<file path="src/rtl/alu_digit_serial.sv">
// Digit-serial ALU: one DIGIT-bit slice reused over WIDTH/DIGIT cycles, with a registered carry.
// Define ALU_DIGIT_SERIAL_FLAGS_EN to build zero/negative/overflow; otherwise those ports are tied 0.

module alu_digit_serial_bit (
  input  logic       a_i,
  input  logic       b_i,
  input  logic       c_i,
  input  logic [2:0] op_i,
  output logic       r_o,
  output logic       c_o
);
  localparam logic [2:0] OP_ADD = 3'd2;
  localparam logic [2:0] OP_SUB = 3'd3;
  localparam logic [2:0] OP_AND = 3'd4;
  localparam logic [2:0] OP_OR  = 3'd5;
  localparam logic [2:0] OP_NOR = 3'd6;
  localparam logic [2:0] OP_XOR = 3'd7;

  logic bx;

  always_comb begin
    bx  = (op_i == OP_SUB) ? ~b_i : b_i;
    c_o = (a_i & bx) | (c_i & (a_i ^ bx));
    unique case (op_i)
      OP_ADD, OP_SUB: r_o = a_i ^ bx ^ c_i;
      OP_AND:         r_o = a_i & b_i;
      OP_OR:          r_o = a_i | b_i;
      OP_NOR:         r_o = ~(a_i | b_i);
      OP_XOR:         r_o = a_i ^ b_i;
      default:        r_o = a_i;
    endcase
  end
endmodule

module alu_digit_serial #(
  parameter int WIDTH = 32,
  parameter int DIGIT = 1
) (
  input  logic             clock,
  input  logic             reset_n,
  input  logic             in_valid,
  output logic             in_ready,
  input  logic [WIDTH-1:0] A,
  input  logic [WIDTH-1:0] B,
  input  logic             carryin,
  input  logic [2:0]       control,
  output logic             out_valid,
  input  logic             out_ready,
  output logic [WIDTH-1:0] out,
  output logic             carryout,
  output logic             zero,
  output logic             negative,
  output logic             overflow
);
  localparam int N  = WIDTH / DIGIT;
  localparam int CW = (N > 1) ? $clog2(N) : 1;
  localparam logic [CW-1:0] LAST = CW'(N - 1);
  localparam logic [2:0] OP_ADD = 3'd2;
  localparam logic [2:0] OP_SUB = 3'd3;

  typedef enum logic [1:0] {S_IDLE, S_RUN, S_DONE} state_t;

  state_t           state_q, state_d;
  logic [CW-1:0]    cnt_q, cnt_d;
  logic [WIDTH-1:0] a_q, a_d, b_q, b_d;
  logic [WIDTH-1:0] acc_q, acc_d;
  logic [WIDTH-1:0] out_q, out_d;
  logic [2:0]       op_q, op_d;
  logic             carry_q, carry_d;
  logic             cout_q, cout_d;

  logic [DIGIT:0]   c;
  logic [DIGIT-1:0] dres;
  logic [WIDTH-1:0] acc_next;
  logic             accept, last, is_arith, finish;

  // Ripple chain inside one digit; carry_q links successive digits.
  assign c[0] = carry_q;
  for (genvar i = 0; i < DIGIT; i++) begin : g_bit
    alu_digit_serial_bit u_bit (
      .a_i  (a_q[i]),
      .b_i  (b_q[i]),
      .c_i  (c[i]),
      .op_i (op_q),
      .r_o  (dres[i]),
      .c_o  (c[i+1])
    );
  end

  // LSB digit is produced first, so results shift in from the top.
  assign acc_next = (acc_q >> DIGIT) | (WIDTH'(dres) << (WIDTH - DIGIT));
  assign last     = (cnt_q == LAST);
  assign is_arith = (op_q == OP_ADD) || (op_q == OP_SUB);
  assign finish   = (state_q == S_RUN) && last;

  assign in_ready  = (state_q == S_IDLE) || ((state_q == S_DONE) && out_ready);
  assign accept    = in_valid && in_ready;
  assign out_valid = (state_q == S_DONE);
  assign out       = out_q;
  assign carryout  = cout_q;

  always_comb begin
    state_d = state_q;
    cnt_d   = cnt_q;
    a_d     = a_q;
    b_d     = b_q;
    acc_d   = acc_q;
    op_d    = op_q;
    carry_d = carry_q;
    out_d   = out_q;
    cout_d  = cout_q;
    unique case (state_q)
      S_IDLE: if (accept) state_d = S_RUN;
      S_RUN: begin
        a_d     = a_q >> DIGIT;
        b_d     = b_q >> DIGIT;
        acc_d   = acc_next;
        carry_d = c[DIGIT];
        cnt_d   = cnt_q + CW'(1);
        if (last) begin
          state_d = S_DONE;
          out_d   = acc_next;
          cout_d  = is_arith & c[DIGIT];
        end
      end
      S_DONE: if (out_ready) state_d = in_valid ? S_RUN : S_IDLE;
      default: state_d = S_IDLE;
    endcase
    if (accept) begin
      a_d     = A;
      b_d     = B;
      op_d    = control;
      carry_d = (control == OP_ADD) ? carryin : (control == OP_SUB);
      cnt_d   = '0;
      acc_d   = '0;
    end
  end

  always_ff @(posedge clock or negedge reset_n) begin
    if (!reset_n) begin
      state_q <= S_IDLE;
      cnt_q   <= '0;
      a_q     <= '0;
      b_q     <= '0;
      acc_q   <= '0;
      op_q    <= '0;
      carry_q <= 1'b0;
      out_q   <= '0;
      cout_q  <= 1'b0;
    end else begin
      state_q <= state_d;
      cnt_q   <= cnt_d;
      a_q     <= a_d;
      b_q     <= b_d;
      acc_q   <= acc_d;
      op_q    <= op_d;
      carry_q <= carry_d;
      out_q   <= out_d;
      cout_q  <= cout_d;
    end
  end

`ifdef ALU_DIGIT_SERIAL_FLAGS_EN
  logic zero_q, zero_d, neg_q, neg_d, ovf_q, ovf_d;

  // Overflow is carry-in vs carry-out of the MSB, seen only on the last digit.
  always_comb begin
    zero_d = zero_q;
    neg_d  = neg_q;
    ovf_d  = ovf_q;
    if (finish) begin
      zero_d = (acc_next == '0);
      neg_d  = acc_next[WIDTH-1];
      ovf_d  = is_arith & (c[DIGIT-1] ^ c[DIGIT]);
    end
  end

  always_ff @(posedge clock or negedge reset_n) begin
    if (!reset_n) begin
      zero_q <= 1'b0;
      neg_q  <= 1'b0;
      ovf_q  <= 1'b0;
    end else begin
      zero_q <= zero_d;
      neg_q  <= neg_d;
      ovf_q  <= ovf_d;
    end
  end

  assign zero     = zero_q;
  assign negative = neg_q;
  assign overflow = ovf_q;
`else
  assign zero     = 1'b0;
  assign negative = 1'b0;
  assign overflow = 1'b0;
`endif

endmodule

</file>
<file path="config.mk">
export PLATFORM = sky130hd
export DESIGN_NAME = alu_digit_serial
export DESIGN_NICKNAME = d
export VERILOG_FILES = /design/src/rtl/alu_digit_serial.sv
export SDC_FILE = /design/constraint.sdc
export NUM_CORES = 1
export LEC_CHECK = 0
export CORE_MARGIN = 8
export CORE_UTILIZATION = 48
export CTS_CLUSTER_SIZE = 25
export DETAILED_ROUTE_END_ITERATION = 8
export GPL_TIMING_DRIVEN = 0
export PLACE_DENSITY = 0.75
export SYNTH_ARGS = -nofsm -noshare
export SYNTH_HDL_FRONTEND = slang
export SYNTH_HIERARCHICAL = 1
export SYNTH_SLANG_ARGS = --single-unit
export TNS_END_PERCENT = 50
</file>
<file path="constraint.sdc">
create_clock -name clock -period 1.81 [get_ports clock]
set_input_delay 0.181 -clock clock [delete_from_list [all_inputs] [get_ports clock]]
set_output_delay 0.181 -clock clock [all_outputs]
set_load 0.05 [all_outputs]
</file>
==> results of run 1 <==
==> final timing paths <==
path / startpoint / endpoint / slack, ps / depth (start not counted)
max: op_q[2] / out[31] / -250 / 5
min: A[24] / a_q[24] / 320 / 3
max reg2reg: op_q[2] / out[31] / -250 / 5
min reg2reg: out[12] / out[12] / 500 / 1
max in group asynchronous: reset_n / b_q[11] / 690 / 3
min in group asynchronous: reset_n / acc_q[23] / 370 / 2
==> repair_timing <==
item / CTS / global route
resized for setup: 14 / 13
hold buffers: 1 / 0
pin swaps: 1 / 1
setup endpoints to repair: 32 / 58
buffers inserted: 6 / 0
endpoints found under the hold margin: 77 / 0
==> Yosys cell counts, types with 2 or more instances <==
| cell | number |
|---|---|
| nand3_1 | 61 |
| nand3b_1 | 3 |
| and2_1 | 3 |
| xnor2_1 | 2 |
| mux2i_1 | 60 |
| a221o_1 | 4 |
| nor2_1 | 4 |
| o21ai_0 | 63 |
| inv_1 | 4 |
| buf_4 | 6 |
| a21oi_1 | 36 |
| ha_1 | 4 |
| o21ai_1 | 3 |
| clkbuf_1 | 18 |
| buf_6 | 6 |
| nand2b_1 | 4 |
| nand2_1 | 70 |
| nor2b_1 | 2 |
| dfrtp_1 | 139 |
| mux2_2 | 34 |
| buf_2 | 15 |
==> per-stage QoR <==
step           cell area (µm²)  utilization  hold WS (ps)  total power, W  setup TNS, ps
2_1_floorplan             6140            -          -115         0.00760           -197
3_3_place_gp              7420        0.590           487         0.00859        -653640
3_5_place_dp              7450        0.593           263         0.00884         -13630
4_1_cts                   8090        0.644           309          0.0122           -348
5_1_grt                   8110        0.645           334          0.0129           -457
6_report                  8110        0.645           325          0.0121           -353
==> layer usage <==
metal,global-route usage,part of all wire,vias up
met4,0.0691,0.018,0
met5,0,0,-
met3,0.0485,0.057,25
met2,0.294,0.49,130
li1,-,-,2209
met1,0.210,0.43,2241
==> cells by family (layout without fill, tap and decap cells) <==
group                    Yosys count  in the layout  share of synthesized area
AND/OR/NAND/NOR                  153            153                      0.116
flip-flops                       139            139                      0.567
AO/OA/AOI/OAI                    107            107                     0.0910
multiplexers                      96             96                      0.166
buffers and inverters             49            193                     0.0441
adder cells (fa/ha/maj)            5              5                     0.0114
XOR/XNOR                           3              3                    0.00428
other                              1              3                   0.000611
==> area by class of cell <==
| cell class | instances | area [µm²] | share of cell area |
|---|---|---|---|
| inverter | 4 | 15.0 | 0.00185 |
| tap | 172 | 215 | 0.0265 |
| clock buffer | 17 | 425 | 0.0525 |
| timing repair buffer | 114 | 1160 | 0.143 |
| sequential | 139 | 3480 | 0.429 |
| buffer | 43 | 259 | 0.0319 |
| multi-input combinational | 367 | 2410 | 0.298 |
| clock inverter | 15 | 145 | 0.0179 |
==> sequential cells by signal, indices dropped and copies added, names as in the netlist <==
signal    flops
carry_q       1
carryout      1
state_q       2
op_q          3
out          32
b_q          32
a_q          32
cnt_q         5
acc_q        31
==> cell usage in the layout, fill, tap and decap left out, drive strengths merged <==
cell / n
nand3: 61
bufinv: 1
o21ai: 66
clkbuf: 35
nand2: 70
dlymetal6s2s: 6
mux2i: 60
clkinv: 8
xor2: 1
o211ai: 1
a221o: 4
ha: 4
and3: 1
nor2b: 2
fa: 1
nand3b: 4
nand2b: 4
and2b: 1
and2: 4
clkinvlp: 3
clkdlybuf4s50: 97
xnor2: 2
conb: 3
or3: 1
nor2: 5
mux2: 35
dfrtp: 139
mux4: 1
a21oi: 36
buf: 35
dlygate4sd3: 1
inv: 7
==> worst reg2reg max path: cells and delay by family (launching register included) <==
| family | cells | cell delay [ps] |
|---|---|---|
| multiplexers | 2 | 780 |
| adder cells (fa/ha/maj) | 1 | 430 |
| flip-flops | 1 | 370 |
| AND/OR/NAND/NOR | 1 | 200 |
| XOR/XNOR | 1 | 160 |
==> power breakdown <==
group | leakage [nW] | internal [W] | switching, W | total [W]
registers | 1.83 | 0.00421 | 0.000707 | 0.00491
logic | 1.54 | 0.00179 | 0.00215 | 0.00394
clock network | 0.270 | 0.00191 | 0.00136 | 0.00327
total | 3.65 | 0.00791 | 0.00422 | 0.0121
==> summary.md, run 1 <==
| Metric | Value |
|---|---|
| Status | `complete, but fails checks` |
| Failing checks | `negative setup slack` |
| Fillers | `1016` |
| Reg clk slew, reported paths | `60 ps` |
| Setup violations, final | `2` |
| Largest net degree at the start of global routing | `79` |
| Slowest CP cell | `mux4_2` |
| Share of flip-flops with an asynchronous set or reset | `1.00` |
| Startpoint types | `flip-flop` |
| Htree depth | `4` |
| Total CTS buffers | `17` |
| Routability Congestion | `0.811` |
| DRC violations left | `0` |
| Most used DFF post-synth | `dfrtp_1` |
| Initial Util | `0.488` |
| Layout cells sized above 1 | `0.153` |
| Fin cells | `between 800 and 900` |
| Core area | `12600 µm²` |
| Dpl cells | `approximately 830` |
| Synth unique cells | `33` |
| Routed vias | `about 4.6k` |
| Crit path cell chain | `nand3b_1 > xnor2_2 > fa_1 > mux4_2 > mux2_2` |
| Routed len/inst | `between 15 and 20 µm` |
| Yosys warning total | `6` |
| CTS sink count | `around 140` |
| Die H | `129 µm` |
| Syn Std Cell Area | `6130 µm²` |
| Kind of critical path | `flip-flop to flip-flop` |
| Largest delay contributor family on the critical path | `multiplexers` |
| Max Fclk | `486 MHz` |
| Post-DP HPWL | `between 9 and 10 mm` |
| Clk_skew | `~6 ps` |
| FP Rows | `a little over 40` |
| DR pass1 iterations | `5` |
| Share of Yosys cell area claimed by the top area cell type | `0.567` |
| P&R area growth vs syn | `32.1%` |
| Pre-CTS setup slack | `-302 ps` |
| Cell type with the highest aggregate area in the netlist | `dfrtp_1` |
| CP required | `2110 ps` |
| Top cells by area, synth | `dfrtp_1 57%, mux2i_1 9.8%, mux2_2 6.2%` |
| Final Max Tran Viols | `0` |
| Post-synth EDFFs | `0` |
| Crit path buffers/inverters | `0` |
| Grt ovf | `0` |
| #FFs+latches synth | `139` |
| Global-route wire length before repair | `22.8 mm` |
| Leakage | `between 3 and 4 nW` |
| Vias per inst | `5.29` |
| ANT nets after route | `0` |
| Max FO, Critical Path | `2` |
| Clock buffer depth | `2` |
| Die width | `129 µm` |
| HP Class | `input port to flip-flop` |
| Clk root buf | `clkbuf_16` |
| Unrepaired setup endpoints after global routing | `true` |
| Port Buffers | `106` |
| Endpoint class of the critical path | `flip-flop` |
| Max stage delay on crit path | `500 ps` |
| Crit path DAT | `between 2000 and 2500 ps` |
| Worst-Margin Slew | `around 710 ps` |
| Final Hold Fails | `0` |
| N_diodes | `0` |
| Initial antenna violation count | `0` |
| Sequential fraction of the synthesis area | `0.567` |
| Minimum clock period after layout | `2060 ps` |
| Avg Inst Size Synth | `11.1 µm²` |
| Final worst-path cycle share | `1.14` |
| Pwr dens | `1500 nW/µm²` |
| Vias in the first global route | `4754` |
| Final wirelength | `13.9 mm` |
| CTS tree | `yes` |
| Nets@finish | `763` |
| Final worst slack | `-249 ps` |
| Overall global routing resource usage | `0.175` |
| Rel. slew slack | `0.529` |
| I/O Pins | `110` |
| Insertion delay to the later sink of the worst-skew pair | `between 400 and 500 ps` |
| Max-Cap Viols | `0` |
| Cells after Synth | `approximately 550` |
| Max IR drop VDD | `between 0.6 and 0.7 mV` |
| Initial DRC count | `332` |
| Die ar. | `approximately 17000 µm²` |
No activity file was read; power rests on OpenSTA's default activity.
==> run 2: changes to the inputs <==
- MAX_ROUTING_LAYER: default -> met4
==> summary.md, run 2 (synthesis results as in run 1) <==
| Metric | Value |
|---|---|
| Routability Congestion | `0.822` |
| Clk_skew | `6.11 ps` |
| Hold Crit Endpoint | `a_q[24]` |
| Layout cells sized above 1 | `0.153` |
| Post-DP HPWL | `9.97 mm` |
| Initial Util | `0.488` |
| Final Hold Fails | `0` |
| DRC violations left | `0` |
| Slack of the worst reg-to-reg path | `-250 ps` |
| R2R Path Start | `op_q[2]` |
| Vias per inst | `5.28` |
| Worst-Margin Slew | `712 ps` |
| Rel. slew slack | `0.525` |
| Crit path DAT | `2360 ps` |
| Fillers | `between 1k and 1.5k` |
| Hold path start | `A[24]` |
| Global-route wire length before repair | `22.8 mm` |
| Max IR drop VDD | `0.682 mV` |
| Final worst slack | `-247 ps` |
| Final Max Tran Viols | `0` |
| Final worst-path cycle share | `1.14` |
| Minimum clock period after layout | `2060 ps` |
| Reg clk slew, reported paths | `60 ps` |
| Routed len/inst | `16.0 µm` |
| Grt ovf | `0` |
| Htree depth | `4` |
| Pre-CTS setup slack | `-302 ps` |
| Dpl cells | `834` |
| ANT nets after route | `0` |
| Hold Path Depth | `3` |
| FP Rows | `a little over 40` |
| Most frequent cells in the layout | `139 x dfrtp_1, 97 x clkdlybuf4s50_1, 70 x nand2_1` |
| Die ar. | `~17000 µm²` |
| Clk root buf | `clkbuf_16` |
| Insertion delay to the later sink of the worst-skew pair | `420 ps` |
| CTS tree | `yes` |
| Initial antenna violation count | `0` |
| Largest net degree at the start of global routing | `79` |
| Initial DRC count | `402` |
| Endpoint class of the critical path | `flip-flop` |
| Failing checks | `negative setup slack` |
| Total power | `0.0121 W` |
| Hold WS | `323 ps` |
| Routed vias | `4600` |
| P&R area growth vs syn | `32.1%` |
| Vias in the first global route | `4745` |
| Max Fclk | `486 MHz` |
| Clock buffer depth | `2` |
| Core area | `12600 µm²` |
| Total CTS buffers | `17` |
| Fin cells | `871` |
| DR pass1 iterations | `8` |
| Nets@finish | `763` |
| Unrepaired setup endpoints after global routing | `true` |
| Port Buffers | `106` |
| Die width | `129 µm` |
| Setup violations, final | `2` |
| HP Class | `input port to flip-flop` |
| Commonest non-fill, non-tap cell in the layout | `dfrtp_1` |
| Leakage | `3.65 nW` |
| Pwr dens | `1500 nW/µm²` |
| N_diodes | `0` |
| Max-Cap Viols | `0` |
| Status | `complete, but fails checks` |
| I/O Pins | `between 100 and 150` |
| Overall global routing resource usage | `0.181` |
| Final wirelength | `13.9 mm` |
| Setup TNS | `-349 ps` |
| R2R depth | `5` |
| Max FO, Critical Path | `2` |
| Startpoint types | `flip-flop` |
| Kind of critical path | `flip-flop to flip-flop` |
| CP required | `2110 ps` |
| Crit Reg-Reg Endpoint | `out[31]` |
| Die H | `129 µm` |
| CTS sink count | `139` |
-- run 2: cell counts in the layout (fill, tap and decap cells not counted) --
No cell type changed its count.
-- run 2: repair_timing --
| action | 4_1_cts | 5_1_grt |
|---|---|---|
| hold endpoints to repair | 77 | 0 |
| hold buffers | 1 | 0 |
| setup endpoints to repair | 32 | 58 |
| buffers inserted | 6 | 0 |
| pin swaps | 1 | 1 |
| gates resized for setup | 14 | 13 |
-- run 2: worst max-delay path, stage by stage, from the launching register on --
cell	delay [ps]
dfrtp_1	380
nand3b_1	200
xnor2_2	160
fa_1	420
mux4_2	500
mux2_2	280
-- run 2: stage by stage --
stage          area, µm²  utilization
6_report            8110        0.645
5_1_grt             8110        0.645
4_1_cts             8090        0.644
3_5_place_dp        7450        0.593
3_3_place_gp        7420        0.590
2_1_floorplan       6140            -
-- run 2: worst max-delay path by stage --
| stage | end | from | slack [ps] | cells past startpoint |
|---|---|---|---|---|
| after floorplan | out[31] | op_q[2] | -170 | 5 |
| final | out[31] | op_q[2] | -250 | 5 |
| after global routing | out[31] | op_q[2] | -300 | 5 |
| after global placement | b_q[9] | reset_n | -4650 | 1 |
| after detailed placement | in_ready | out_ready | -300 | 4 |
| after CTS | out[31] | op_q[2] | -250 | 5 |
-- run 2: final cells by class --
type	instances	area [µm²]	share of cell area
clock inverters	15	145	0.0179
plain buffers	43	259	0.0319
flip-flops and latches	139	3480	0.429
multi-input cells	367	2410	0.298
repair buffers	114	1160	0.143
well taps	172	215	0.0265
inverters	4	15.0	0.00185
clock buffers	17	425	0.0525
-- run 2: metal layers --
metal  vias to the layer above  wire [µm]  GRT usage
met2                       131       6880      0.293
li1                       2203          -          -
met4                         0        252     0.0691
met5                         -          0          -
met3                        26        727     0.0440
met1                      2240       6080      0.214
-- run 2: report_power, final --
| group | switching, W | internal (W) |
|---|---|---|
| clock | 0.00137 | 0.00191 |
| combinational | 0.00215 | 0.00179 |
| sequential | 0.000707 | 0.00421 |
| total | 0.00422 | 0.00791 |
